[src/rtl/mx_int8_block_negate_rx.sv]
// mx_int8_block_negate_rx: latch a parallel MXINT8 block and replay it serially, negated with saturation
module mx_int8_block_negate_rx #(
    parameter int BLOCK_SIZE = 32,
    parameter int ELEM_WIDTH = 8
) (
    input  logic                             clk,
    input  logic                             rst_n,
    input  logic                             data_ready_i,
    input  logic [BLOCK_SIZE*ELEM_WIDTH-1:0] elements_i,
    output logic                             elem_valid_o,
    output logic [ELEM_WIDTH-1:0]            elem_o,
    output logic [$clog2(BLOCK_SIZE)-1:0]    elem_idx_o,
    output logic                             block_done_o,
    output logic                             busy_o,
    output logic [$clog2(BLOCK_SIZE):0]      zero_cnt_o,
    output logic [$clog2(BLOCK_SIZE):0]      sat_cnt_o,
    output logic                             overrun_o
);
    localparam int IW = $clog2(BLOCK_SIZE);
    localparam int CW = IW + 1;
    localparam logic [ELEM_WIDTH-1:0] MIN_VAL = {1'b1, {(ELEM_WIDTH-1){1'b0}}};
    localparam logic [ELEM_WIDTH-1:0] MAX_VAL = {1'b0, {(ELEM_WIDTH-1){1'b1}}};
    typedef enum logic {IDLE, STREAM} state_t;
    state_t state, state_nx;
    logic [IW-1:0] idx;
    logic [BLOCK_SIZE*ELEM_WIDTH-1:0] cap;
    logic [ELEM_WIDTH-1:0] x, neg;
    logic [CW-1:0] zacc, sacc;
    logic last, accept, is_zero, is_sat;
    always_ff @(posedge clk or negedge rst_n)
        if (!rst_n) state <= IDLE;
        else state <= state_nx;
    always_comb
        state_nx = accept ? STREAM : (last ? IDLE : state);
    always_comb begin
        busy_o  = state == STREAM;
        last    = busy_o && idx == IW'(BLOCK_SIZE-1);
        accept  = data_ready_i && (state == IDLE || last);
        x       = cap[ELEM_WIDTH*(BLOCK_SIZE-1-int'(idx)) +: ELEM_WIDTH];
        is_sat  = x == MIN_VAL;
        is_zero = x == '0;
        neg     = is_sat ? MAX_VAL : -x;
    end
    // a pulse on the last element both closes the counts and reopens the accumulators
    always_ff @(posedge clk or negedge rst_n)
        if (!rst_n) begin
            cap          <= '0;
            idx          <= '0;
            zacc         <= '0;
            sacc         <= '0;
            elem_valid_o <= 1'b0;
            elem_o       <= '0;
            elem_idx_o   <= '0;
            block_done_o <= 1'b0;
            zero_cnt_o   <= '0;
            sat_cnt_o    <= '0;
            overrun_o    <= 1'b0;
        end else begin
            elem_valid_o <= busy_o;
            block_done_o <= last;
            overrun_o    <= data_ready_i && !accept;
            if (busy_o) begin
                elem_o     <= neg;
                elem_idx_o <= idx;
            end
            if (last) begin
                zero_cnt_o <= zacc + CW'(is_zero);
                sat_cnt_o  <= sacc + CW'(is_sat);
            end
            if (accept) begin
                cap  <= elements_i;
                idx  <= '0;
                zacc <= '0;
                sacc <= '0;
            end else if (busy_o) begin
                idx  <= last ? '0 : idx + 1'b1;
                zacc <= zacc + CW'(is_zero);
                sacc <= sacc + CW'(is_sat);
            end
        end
endmodule

[config.mk]
export PLATFORM = sky130hd
export DESIGN_NAME = mx_int8_block_negate_rx
export DESIGN_NICKNAME = d
export VERILOG_FILES = /design/src/rtl/mx_int8_block_negate_rx.sv
export SDC_FILE = /design/constraint.sdc
export NUM_CORES = 1
export LEC_CHECK = 0
export ABC_AREA = 0
export CORE_MARGIN = 5
export CORE_UTILIZATION = 47
export CTS_CLUSTER_SIZE = 14
export DETAILED_ROUTE_END_ITERATION = 8
export PLACE_DENSITY = 0.86
export REMOVE_ABC_BUFFERS = 1
export SETUP_SLACK_MARGIN = 0.2
export SLEW_MARGIN = 20
export SYNTH_ARGS = -nofsm -noshare
export SYNTH_HDL_FRONTEND = slang
export SYNTH_SLANG_ARGS = --single-unit
[constraint.sdc]
create_clock -name clk -period 3.3 [get_ports clk]
set_clock_uncertainty 0.05 [all_clocks]
set_input_delay 0.33 -clock clk [delete_from_list [all_inputs] [get_ports clk]]
set_output_delay 0.33 -clock clk [all_outputs]
set_load 0.05 [all_outputs]
==> run summary <==
Distinct cells, synth - 39
Vias per cell - 5.28
Most frequent cells in the layout - 801 x nand2_1, 299 x dfrtp_1, 286 x clkdlybuf4s50_1, 74 x mux4_2
Fin. Hold Viols - 0
#FFs+latches synth - 302
Avg WL per Cell - 18.4 um
Syn avg cell area - 9.80 um2
Clock sink total - 302
Lkg Pwr - 8.96 nW
Total CTS buffers - 34
CTS clk-pin slew, worst paths - 70 ps
Yosys top cell area share - 0.553
Peak VDD IR - 0.456 mV
CP Class - reg -> reg
RSZ-0062 raised after global routing - true
First-pass GRT wire length - 61600 um
CTS Buffer Depth - 3
Complex-gate fraction of the synthesized area - 0.0213
Routing usage on met2 - 0.392
Final Wtd Congestion - 0.887
Clk_lat worst skew - 510 ps
Largest family of logic cells by synthesized area - simple AND/OR/NAND/NOR gates
Sequential area share after synthesis - 0.553
DR pass1 iterations - 5
Tot Pwr - 18.5 mW
Post-synth top flop - dfrtp_1
Post-route clock period utilization - 1.08
Most common cell after layout, fill and taps aside - nand2_1
PortBufs - 287
GR Layer Usage met3 - 0.0392
Post-Synth Simple-Gate Area - 0.235
DR iter-0 viols - 783
Placed cells - 2031
Total Routed Length - 38600 um
Gr busiest metal - met2
CTS root buf - clkbuf_16
Clock tree from TritonCTS - yes
Total number of H-tree levels - 2
N_diodes - 0
Multiplexer area fraction after synthesis - 0.148
Synth area leader - dfrtp_1
DRC Markers - 0
Post-DP HPWL - 26200 um
Nets - 1957
I/O pins - 288
Fmax - 280 MHz
Die Span X - 181 um
Final ANT Viol Nets - 0
Worst EP arrival - 3950 ps
Synth Cell Area - 13700 um2
R2R Setup Slk - -270 ps
Post-synthesis adder-cell area fraction - 0.00640
Largest net degree at the start of global routing - 123
Power per cell area - 990 nW/um2
Async SR Flop Fraction - 1.00
Hold Path Class - in -> reg
Area grow syn2layout - 36.4%
Max Transition Viols Final - 0
Most area-consuming cells after synthesis - dfrtp_1 55%, nand2_1 22%, mux4_2 12%
Met1 Usage GRT - 0.305
Max cap viols - 0
Die Ht - 181 um
Crit path time final - 3570 ps
Total GRT Usage - 0.233
Warnings, synthesis - 0
Worst slew pin tran - 916 ps
Largest fanout on the critical path - 8
CP Launch Type - flip-flop
Slack of the critical path - -275 ps
Initial antenna violation count - 0
Core box area - 28700 um2
Crit path required time - 3680 ps
XOR/XNOR share of the synthesized area - 0.00704
# rows - 62
Overflow after GRT - 0
Hold_ws - 299 ps
Cells after synthesis - 1396
Failing checks - negative setup slack
Post-synth EDFFs - 0
Slew margin rel. - 0.389
Status - finished, violations left
Final setup violation count - 18
Final std cells w/o fill - 2099
Vias in the first global route - 11.7k
Share of post-route cells with drive strength above 1 - 0.130
Vias - 11.1k
Starting density of the core - 0.477
Crit. End Element - flip-flop
Full die area - 32600 um2
area by class of cell:
class / count / area [um2]
Clock buffer: 44 / 930
Multi-Input combinational cell: 1006 / 5870
Sequential cell: 302 / 7570
Timing Repair Buffer: 344 / 3550
Inverter: 3 / 11.3
Fill cell: 2109 / 10000
Clock inverter: 16 / 250
Tap cell: 384 / 480
final timing paths:
check | to | cells after the start | start
max reg2reg | zacc[4] | 16 | idx[1]
max in group asynchronous | cap[186] | 3 | rst_n
min | cap[110] | 3 | elements_i[110]
min reg2reg | cap[95] | 2 | cap[95]
min in group asynchronous | cap[14] | 2 | rst_n
max | zacc[4] | 16 | idx[1]
cell usage after synthesis (2+ instances only):
| master | n |
|---|---|
| mux2i_2 | 2 |
| a21oi_1 | 5 |
| xnor2_1 | 6 |
| a31oi_1 | 2 |
| nor2_1 | 16 |
| o22a_1 | 2 |
| o21ai_0 | 28 |
| nand2b_1 | 3 |
| buf_1 | 4 |
| and3_1 | 5 |
| mux4_2 | 74 |
| o31ai_1 | 3 |
| clkbuf_1 | 70 |
| buf_2 | 5 |
| buf_12 | 2 |
| nand3_1 | 6 |
| nand2_1 | 803 |
| ha_1 | 7 |
| mux4_1 | 6 |
| nor3_1 | 2 |
| inv_1 | 3 |
| xor2_1 | 5 |
| dfrtp_1 | 302 |
| and2_1 | 3 |
| buf_6 | 5 |
| mux2_2 | 9 |
| a21o_1 | 2 |
| mux2i_1 | 5 |
cells by family (layout without fill, tap and decap cells):
logic type               count (synthesis)  count (layout)
adder cells (fa/ha/maj)                  7               7
multiplexers                            97              97
AND/OR/NAND/NOR                        841             842
XOR/XNOR                                11              11
AO/OA/AOI/OAI                           49              49
buffers and inverters                   89             407
flip-flops                             302             302
through the flow:
| step | worst slack (ps) | area (um2) | setup TNS, ps | utilization |
|---|---|---|---|---|
| after floorplan | -5290 | 13300 | -1313170 | - |
| after global placement | -350 | 17200 | -4030 | 0.599 |
| after detailed placement | -425 | 17200 | -5500 | 0.599 |
| after CTS | -288 | 18500 | -3370 | 0.646 |
| after global routing | -435 | 18700 | -6300 | 0.650 |
| final | -275 | 18700 | -3090 | 0.650 |
worst max-delay path, cell delays in order, from the launching register on:
cell and delay [ps]:
dfrtp_4 480, buf_12 150, mux4_2 490, mux4_2 500, mux2i_2 200, buf_4 180, ha_4 150, nand4_4 110
nand2b_4 200, nor2_4 120, ha_4 140, buf_6 90, ha_4 140, nand3_4 100, nor3_2 190, a21oi_1 60
o21ai_1 130
state kept, by name (all words and copies together) (netlist names):
signal	flops
zero_cnt_o	6
busy_o	1
idx	5
sacc	6
block_done_o	1
elem_valid_o	1
elem_idx_o	5
overrun_o	1
cap	256
sat_cnt_o	6
elem_o	8
zacc	6
power by group:
group	leakage [nW]	total [mW]	internal (mW)	switching (mW)
clock	0.572	4.00	2.47	1.53
combinational	4.61	7.81	4.07	3.74
sequential	3.78	6.67	5.50	1.17
total	8.96	18.5	12.0	6.43
timing repair:
item / 4_1_cts / 5_1_grt
endpoints found under the setup margin: 118 / 224
resized for setup: 28 / 20
buffers inserted: 2 / 2
pin swaps: 5 / 7
gates cloned: 1 / 2
endpoints found under the hold margin: 116 / 0
hold buffers: 1 / 0
layer usage:
metal | share of wire | vias to the layer above
met4 | 0.042 | 0
met3 | 0.058 | 101
met5 | 0 | -
met1 | 0.40 | 5441
li1 | - | 5125
met2 | 0.50 | 418
Power figures use the tool's default switching activity.
